`src/rtl/ula_sequenciador_pkg.sv`:
```
// ula_sequenciador_pkg: opcodes, FSM states and widths shared by the sequencer, its FIFO and the bench
package ula_sequenciador_pkg;
  localparam int ULA_RES_W = 9;
  localparam int CMD_W = 19;
  localparam logic [2:0] OP_ADD = 3'd0;
  localparam logic [2:0] OP_SUB = 3'd1;
  localparam logic [2:0] OP_CMP = 3'd2;
  localparam logic [2:0] OP_AND = 3'd3;
  localparam logic [2:0] OP_OR = 3'd4;
  localparam logic [2:0] OP_XOR = 3'd5;
  localparam logic [2:0] OP_NEGA = 3'd6;
  localparam logic [2:0] OP_NEGB = 3'd7;
  typedef enum logic [1:0] {IDLE, ISSUE, WAIT, RESP} state_t;
endpackage

```
`src/rtl/ula_sequenciador_if.sv`:
```
// ula_sequenciador_if: command, ALU-pin and response bundle; ULA_SEQ_FLAGS_EN adds rsp_zero/rsp_carry
interface ula_sequenciador_if;
  import ula_sequenciador_pkg::*;
  logic cmd_valid;
  logic cmd_ready;
  logic [7:0] cmd_a;
  logic [7:0] cmd_b;
  logic [2:0] cmd_op;
  logic [7:0] alu_a;
  logic [7:0] alu_b;
  logic [2:0] alu_opcode;
  logic alu_en;
  logic [ULA_RES_W-1:0] alu_s;
  logic rsp_valid;
  logic rsp_ready;
  logic [ULA_RES_W-1:0] rsp_data;
  logic busy;
`ifdef ULA_SEQ_FLAGS_EN
  logic rsp_zero;
  logic rsp_carry;
`endif
  modport slave(
    input cmd_valid, cmd_a, cmd_b, cmd_op, alu_s, rsp_ready,
    output cmd_ready, alu_a, alu_b, alu_opcode, alu_en, rsp_valid, rsp_data, busy
`ifdef ULA_SEQ_FLAGS_EN
    , output rsp_zero, rsp_carry
`endif
  );
  modport master(
    output cmd_valid, cmd_a, cmd_b, cmd_op, alu_s, rsp_ready,
    input cmd_ready, alu_a, alu_b, alu_opcode, alu_en, rsp_valid, rsp_data, busy
`ifdef ULA_SEQ_FLAGS_EN
    , input rsp_zero, rsp_carry
`endif
  );
endinterface

```
`src/rtl/ula_cmd_fifo.sv`:
```
// ula_cmd_fifo: DEPTH x W synchronous FIFO with sync CLR, guarded push/pop and occupancy count
module ula_cmd_fifo #(
  parameter int DEPTH = 4,
  parameter int W = 19
) (
  input  logic                     clk,
  input  logic                     CLR,
  input  logic                     push_i,
  input  logic                     pop_i,
  input  logic [W-1:0]             wdata_i,
  output logic [W-1:0]             rdata_o,
  output logic                     full_o,
  output logic                     empty_o,
  output logic [$clog2(DEPTH):0]   count_o
);
  localparam int AW = $clog2(DEPTH);
  logic [W-1:0] mem_q [DEPTH];
  logic [AW-1:0] wr_q, rd_q;
  logic [AW:0] cnt_q;
  logic wr_en, rd_en;
  assign wr_en = push_i && !full_o;
  assign rd_en = pop_i && !empty_o;
  assign full_o = cnt_q == (AW+1)'(DEPTH);
  assign empty_o = cnt_q == '0;
  assign count_o = cnt_q;
  assign rdata_o = mem_q[rd_q];
  always_ff @(posedge clk) begin
    if (wr_en) mem_q[wr_q] <= wdata_i;
  end
  always_ff @(posedge clk) begin
    if (CLR) begin
      wr_q <= '0;
      rd_q <= '0;
      cnt_q <= '0;
    end else begin
      wr_q <= wr_q + AW'(wr_en);
      rd_q <= rd_q + AW'(rd_en);
      cnt_q <= cnt_q + (AW+1)'(wr_en) - (AW+1)'(rd_en);
    end
  end
endmodule

```
`src/rtl/ula_sequenciador.sv`:
```
// ula_sequenciador: queues ALU commands, issues one at a time, waits ALU_LAT, returns result.
// Define ULA_SEQ_FLAGS_EN to add the registered rsp_zero/rsp_carry outputs.
module ula_sequenciador
  import ula_sequenciador_pkg::*;
#(
  parameter int DEPTH = 4,
  parameter int ALU_LAT = 4
) (
  input logic clk,
  input logic CLR,
  ula_sequenciador_if.slave bus
);
  localparam int CW = ALU_LAT > 1 ? $clog2(ALU_LAT) : 1;
  localparam int NW = $clog2(DEPTH) + 1;
  state_t state_q, state_d;
  logic [CW-1:0] cnt_q, cnt_d;
  logic [7:0] a_q, a_d, b_q, b_d;
  logic [2:0] op_q, op_d;
  logic [ULA_RES_W-1:0] data_q, data_d;
  logic valid_q, valid_d;
  logic pop, full, empty;
  logic [NW-1:0] count;
  logic [CMD_W-1:0] head;
  ula_cmd_fifo #(.DEPTH(DEPTH), .W(CMD_W)) u_fifo (
    .clk(clk),
    .CLR(CLR),
    .push_i(bus.cmd_valid),
    .pop_i(pop),
    .wdata_i({bus.cmd_a, bus.cmd_b, bus.cmd_op}),
    .rdata_o(head),
    .full_o(full),
    .empty_o(empty),
    .count_o(count)
  );
`ifdef ULA_SEQ_FLAGS_EN
  logic zero_q, zero_d;
  assign bus.rsp_zero = zero_q;
  assign bus.rsp_carry = data_q[ULA_RES_W-1];
`endif
  always_comb begin
    state_d = state_q;
    cnt_d = cnt_q;
    a_d = a_q;
    b_d = b_q;
    op_d = op_q;
    data_d = data_q;
    valid_d = valid_q;
    pop = 1'b0;
`ifdef ULA_SEQ_FLAGS_EN
    zero_d = zero_q;
`endif
    unique case (state_q)
      IDLE: if (!empty) begin
        pop = 1'b1;
        {a_d, b_d, op_d} = head;
        state_d = ISSUE;
      end
      ISSUE: begin
        cnt_d = CW'(ALU_LAT - 1);
        state_d = WAIT;
      end
      WAIT: if (cnt_q == '0) begin
        data_d = bus.alu_s;
        valid_d = 1'b1;
`ifdef ULA_SEQ_FLAGS_EN
        zero_d = bus.alu_s[7:0] == 8'h00;
`endif
        state_d = RESP;
      end else begin
        cnt_d = cnt_q - CW'(1);
      end
      RESP: if (bus.rsp_ready) begin
        valid_d = 1'b0;
        state_d = IDLE;
      end
      default: state_d = IDLE;
    endcase
  end
  always_ff @(posedge clk) begin
    if (CLR) begin
      state_q <= IDLE;
      cnt_q <= '0;
      a_q <= '0;
      b_q <= '0;
      op_q <= '0;
      data_q <= '0;
      valid_q <= 1'b0;
`ifdef ULA_SEQ_FLAGS_EN
      zero_q <= 1'b0;
`endif
    end else begin
      state_q <= state_d;
      cnt_q <= cnt_d;
      a_q <= a_d;
      b_q <= b_d;
      op_q <= op_d;
      data_q <= data_d;
      valid_q <= valid_d;
`ifdef ULA_SEQ_FLAGS_EN
      zero_q <= zero_d;
`endif
    end
  end
  assign bus.cmd_ready = !full;
  assign bus.alu_a = a_q;
  assign bus.alu_b = b_q;
  assign bus.alu_opcode = op_q;
  assign bus.alu_en = state_q == ISSUE;
  assign bus.rsp_valid = valid_q;
  assign bus.rsp_data = data_q;
  assign bus.busy = state_q != IDLE || count != '0;
endmodule

```
`src/flat_wrapper.sv`:
```
// flat-port wrapper written by rule: the top's interface ports become plain ports
module ula_sequenciador_flat import ula_sequenciador_pkg::*;
#(
  parameter int DEPTH = 4,
  parameter int ALU_LAT = 4
)
  (clk, CLR, bus_cmd_valid, bus_cmd_a, bus_cmd_b, bus_cmd_op, bus_alu_s, bus_rsp_ready, bus_cmd_ready, bus_alu_a, bus_alu_b, bus_alu_opcode, bus_alu_en, bus_rsp_valid, bus_rsp_data, bus_busy);
  ula_sequenciador_if bus_i ();
  input logic clk;
  input logic CLR;
  input wire logic [$bits(bus_i.cmd_valid)-1:0] bus_cmd_valid;
  input wire logic [$bits(bus_i.cmd_a)-1:0] bus_cmd_a;
  input wire logic [$bits(bus_i.cmd_b)-1:0] bus_cmd_b;
  input wire logic [$bits(bus_i.cmd_op)-1:0] bus_cmd_op;
  input wire logic [$bits(bus_i.alu_s)-1:0] bus_alu_s;
  input wire logic [$bits(bus_i.rsp_ready)-1:0] bus_rsp_ready;
  output wire logic [$bits(bus_i.cmd_ready)-1:0] bus_cmd_ready;
  output wire logic [$bits(bus_i.alu_a)-1:0] bus_alu_a;
  output wire logic [$bits(bus_i.alu_b)-1:0] bus_alu_b;
  output wire logic [$bits(bus_i.alu_opcode)-1:0] bus_alu_opcode;
  output wire logic [$bits(bus_i.alu_en)-1:0] bus_alu_en;
  output wire logic [$bits(bus_i.rsp_valid)-1:0] bus_rsp_valid;
  output wire logic [$bits(bus_i.rsp_data)-1:0] bus_rsp_data;
  output wire logic [$bits(bus_i.busy)-1:0] bus_busy;
  assign bus_i.cmd_valid = bus_cmd_valid;
  assign bus_i.cmd_a = bus_cmd_a;
  assign bus_i.cmd_b = bus_cmd_b;
  assign bus_i.cmd_op = bus_cmd_op;
  assign bus_i.alu_s = bus_alu_s;
  assign bus_i.rsp_ready = bus_rsp_ready;
  assign bus_cmd_ready = bus_i.cmd_ready;
  assign bus_alu_a = bus_i.alu_a;
  assign bus_alu_b = bus_i.alu_b;
  assign bus_alu_opcode = bus_i.alu_opcode;
  assign bus_alu_en = bus_i.alu_en;
  assign bus_rsp_valid = bus_i.rsp_valid;
  assign bus_rsp_data = bus_i.rsp_data;
  assign bus_busy = bus_i.busy;
  ula_sequenciador #(.DEPTH(DEPTH), .ALU_LAT(ALU_LAT)) u_core (.clk(clk), .CLR(CLR), .bus(bus_i));
endmodule
```
`config.mk`:
```
export PLATFORM = sky130hd
export DESIGN_NAME = ula_sequenciador_flat
export DESIGN_NICKNAME = d
export VERILOG_FILES = /design/src/rtl/ula_sequenciador_pkg.sv /design/src/rtl/ula_sequenciador_if.sv /design/src/rtl/ula_cmd_fifo.sv /design/src/rtl/ula_sequenciador.sv /design/src/flat_wrapper.sv
export SDC_FILE = /design/constraint.sdc
export NUM_CORES = 1
export LEC_CHECK = 0
export CAP_MARGIN = 10
export CELL_PAD_IN_SITES_DETAIL_PLACEMENT = 1
export CELL_PAD_IN_SITES_GLOBAL_PLACEMENT = 1
export CORE_ASPECT_RATIO = 0.6
export CORE_MARGIN = 10
export CORE_UTILIZATION = 40
export DETAILED_ROUTE_END_ITERATION = 10
export HOLD_SLACK_MARGIN = 0.08
export PLACE_DENSITY = 0.7
export SYNTH_ARGS = -nofsm -noshare
export SYNTH_HDL_FRONTEND = slang
export SYNTH_SLANG_ARGS = --single-unit
```
`constraint.sdc`:
```
create_clock -name clk -period 2.6 [get_ports clk]
set_clock_uncertainty 0.15 [all_clocks]
set_input_delay 0.26 -clock clk [delete_from_list [all_inputs] [get_ports clk]]
set_output_delay 0.26 -clock clk [all_outputs]
set_load 0.005 [all_outputs]
```
==> metrics.md <==
| Metric | Value |
|---|---|
| Post-CTS setup buffer count | `0` |
| Overflow after GRT | `0` |
| Chip width | `154 µm` |
| Worst R2R Start | `u_core.u_fifo.count_o[2]` |
| Worst Path Required | `2740 ps` |
| Sw frac | `26.7%` |
| Top cell type's share of synthesized area | `53.1%` |
| Crit path DAT | `2620 ps` |
| Hold path depth | `3` |
| Max frequency | `403 MHz` |
| Peak per-stage delay on the critical path | `490 ps` |
| MaxCap Viol Count | `0` |
| Vias per cell | `5.11` |
| Slowest-stage cell, CP | `or3b_2` |
| Largest area contributor in the netlist | `edfxtp_1` |
| Wirelength per Cell | `20.5 µm` |
| Final wirelength | `9990 µm` |
| Maximum VDD drop | `0.539 mV` |
| Internal power | `4.87 mW` |
| PD cells | `1160 nW/µm²` |
| Number of flops mapped to enable cells by yosys | `76` |
| Synthesized area | `4290 µm²` |
| Combinational power share | `26.3%` |
| Sequence of cells on the critical path | `or3b_2 > nand2_1 > xnor2_1 > ha_1 > fa_1 > xnor2_1 > xnor2_1 > nor2_1` |
| Setup CP Type | `reg -> reg` |
| Core Area | `10,500 µm²` |
| Post-synth cell types | `33` |
| R2r setup slk | `120 ps` |
| Crit path capture type | `flip-flop` |
| Final non-filler cell total | `486` |
| Worst slew pin tran | `1020 ps` |
| Hold Violations, Final | `0` |
| Multi-input combinational cell area | `1160 µm²` |
| NetSw | `1.78 mW` |
| Top_reg_cell synth | `edfxtp_1` |
| Placed insts | `454` |
| Cells after synthesis | `254` |
| Largest net degree at the start of global routing | `20` |
| Root Driver | `clkbuf_16` |
| Initial antenna violation count | `0` |
| DRC viols | `0` |
| Largest cells by area after synthesis | `edfxtp_1 53%, dfxtp_1 19%, mux4_2 10%, a22o_1 3.9%, ha_1 2.3%` |
| Hold worst-path end | `u_core.bus.rsp_data[0]` |
| Die H | `100 µm` |
| Die area | `15,400 µm²` |
| Reg area | `3080 µm²` |
| GRT Overall Usage | `13.4%` |
| Via count | `2,482` |
| Asr flop ratio synth | `0%` |
| Fin. max-slew vios | `0` |
| Fin crit period | `2480 ps` |
| Lkg Pwr | `2.00 nW` |
| Worst Path Buf+Inv | `0` |
| Seq pwr share | `38.0%` |
| Post-synthesis sequential area ratio | `71.8%` |
| Pre-Repair DR Iteration Count | `4` |
| Gpl congestion | `0.688` |
| ANT cells | `0` |
| Starting Density | `40.8%` |
| Share of layout cells above drive strength 1 | `18.2%` |
| First-pass GRT wire length | `15,800 µm` |
| CTS tree | `built` |
| # fillers | `991` |
| DR iter-0 viols | `114` |
| Area Overhead vs Synth | `33.8%` |
| RSZ-0062 raised after global routing | `false` |
| CTS H-Tree Depth | `4` |
| CTS max path bufs | `2` |
| Syn nets | `295` |
| Crit Reg-Reg Endpoint | `u_core.u_fifo.count_o[2]` |
| Synthesis Warnings | `0` |
| Clock transition at the registers of the reported paths | `50 ps` |
| DP HPWL | `6580 µm` |
| Crit-path leading delay family | `simple AND/OR/NAND/NOR gates` |
| Critical path's most frequent cell | `xnor2_1` |
| Top cells by count, synth | `76 x edfxtp_1, 40 x dfxtp_1, 24 x nand2_1` |
| Vias in the first global route | `2,715` |
| Worst Hold Launch | `bus_alu_s[0]` |
| Register-to-Register Path Depth | `8` |
| Slew margin rel. | `31.8%` |
| Final ANT Viol Nets | `0` |
| Status | `finished clean` |
| Setup crit start kind | `flip-flop` |
| CTS Buf Count | `17` |
| Synth Register Bits | `116` |
| CTS Sinks | `116` |
| Clk pwr share | `35.7%` |
| Hold-fix buffers at CTS | `0` |
| Rows | `29` |
| Syn avg cell area | `16.9 µm²` |
| Hold Path Class | `in -> reg` |
| Worst-Skew Late Latency | `410 ps` |
| # IOs | `64` |
| Maximum fanout along the worst path | `5` |
| Most numerous cell in the Yosys netlist | `edfxtp_1` |
| Tot Pwr | `6.64 mW` |
| Nets@finish | `375` |
| Final period util | `95.4%` |
| Setup Viol. Count Final | `0` |
| I/O Buffers | `63` |
-- tightest hold or removal path: stages --
cell and delay [ps]:
clkdlybuf4s50_1 400, nand2_1 60, a21oi_1 50
-- power by group through the flow --
stage / clock [mW] / combinational [mW] / sequential [mW]
global route: 2.49 / 1.94 / 2.56
global placement: 0 / 1.72 / 2.53
CTS: 2.42 / 1.79 / 2.52
finish: 2.37 / 1.75 / 2.52
floorplan: 0 / 1.03 / 2.50
detailed placement: 0 / 1.76 / 2.55
-- through the flow --
step                      hold slack [ps]  instance area, µm²  TNS (ps)  setup WS, ps  utilization, %
final                                 248                5740         0           119            54.6
after detailed placement              299                5130         0           182            48.8
after floorplan                       209                4300      -269         -14.2               -
after CTS                             237                5740         0          74.1            54.5
after global routing                  255                5740         0          3.91            54.6
after global placement                293                5130         0           262            48.8
-- repair_timing --
action / in CTS / in global routing
resized for setup: 1 / 1
pin swaps: 0 / 0
setup endpoints to repair: 1 / 1
-- per-layer routing --
| layer | part of all wire [%] | wire length (µm) | track usage [%] |
|---|---|---|---|
| met3 | 5.2 | 518 | 5.34 |
| met2 | 46 | 4580 | 19.9 |
| met5 | 0 | 0 | 0 |
| met1 | 48 | 4800 | 16.9 |
| met4 | 0.88 | 88 | 5.86 |
-- sequential cells by signal, summed over array words and instances (netlist names) --
name                   cells
u_core.bus.rsp_valid       1
u_core.state_q             2
u_core.bus.alu_a           8
u_core.bus.alu_b           8
u_core.bus.rsp_data        9
u_core.u_fifo.mem_q       76
u_core.bus.alu_opcode      3
u_core.u_fifo.wr_q         2
u_core.u_fifo.count_o      3
u_core.cnt_q               2
u_core.u_fifo.rd_q         2
-- worst max path at each step --
stage / to / startpoint / slack [ps] / cells past startpoint
floorplan: u_core.u_fifo.mem_q[0][0] / u_core.u_fifo.count_o[1] / -10 / 3
global placement: u_core.u_fifo.count_o[2] / u_core.state_q[0] / 260 / 9
detailed placement: u_core.u_fifo.count_o[2] / u_core.state_q[0] / 180 / 9
CTS: bus_busy / u_core.state_q[0] / 70 / 6
global route: bus_busy / u_core.state_q[0] / 4 / 6
finish: u_core.u_fifo.count_o[2] / u_core.u_fifo.count_o[2] / 120 / 8
-- cell type report --
type	count	share of cell area (%)
Clock buffer	20	7.60
Clock inverter	12	2.81
Inverter	8	0.523
Multi-Input combinational cell	119	20.2
Sequential cell	116	53.7
Tap cell	139	3.03
Timing Repair Buffer	72	12.2
-- cell families after synthesis --
family          synth area share (%)
compound gates                  6.76
xor+xnor                        1.22
fa+ha+maj                       2.80
buf+inv                         2.16
flops                           71.8
mux                             9.97
simple gates                    5.30
-- cell usage in the layout, fill, tap and decap left out --
cell / instances
a22o_1: 19
or2_2: 2
mux4_2: 19
clkinv_1: 2
buf_4: 9
nand2_1: 24
clkinv_2: 5
and3_1: 1
clkbuf_16: 17
a32oi_1: 1
nor2_1: 5
nor3_1: 1
bufinv_16: 4
nor3_2: 1
or4_1: 1
o211a_1: 1
nor2b_1: 5
edfxtp_1: 76
a21oi_1: 11
or3b_2: 1
o41ai_1: 1
dfxtp_1: 40
clkinv_4: 1
clkbuf_1: 3
o31a_1: 1
nor2_2: 1
clkdlybuf4s50_1: 63
fa_1: 1
ha_1: 8
a211oi_1: 2
nor3b_4: 2
o311ai_0: 2
and2_1: 2
inv_1: 8
nor4b_4: 1
xnor2_1: 5
xor2_1: 1
Note: power is estimated with default switching activity, not from simulation.
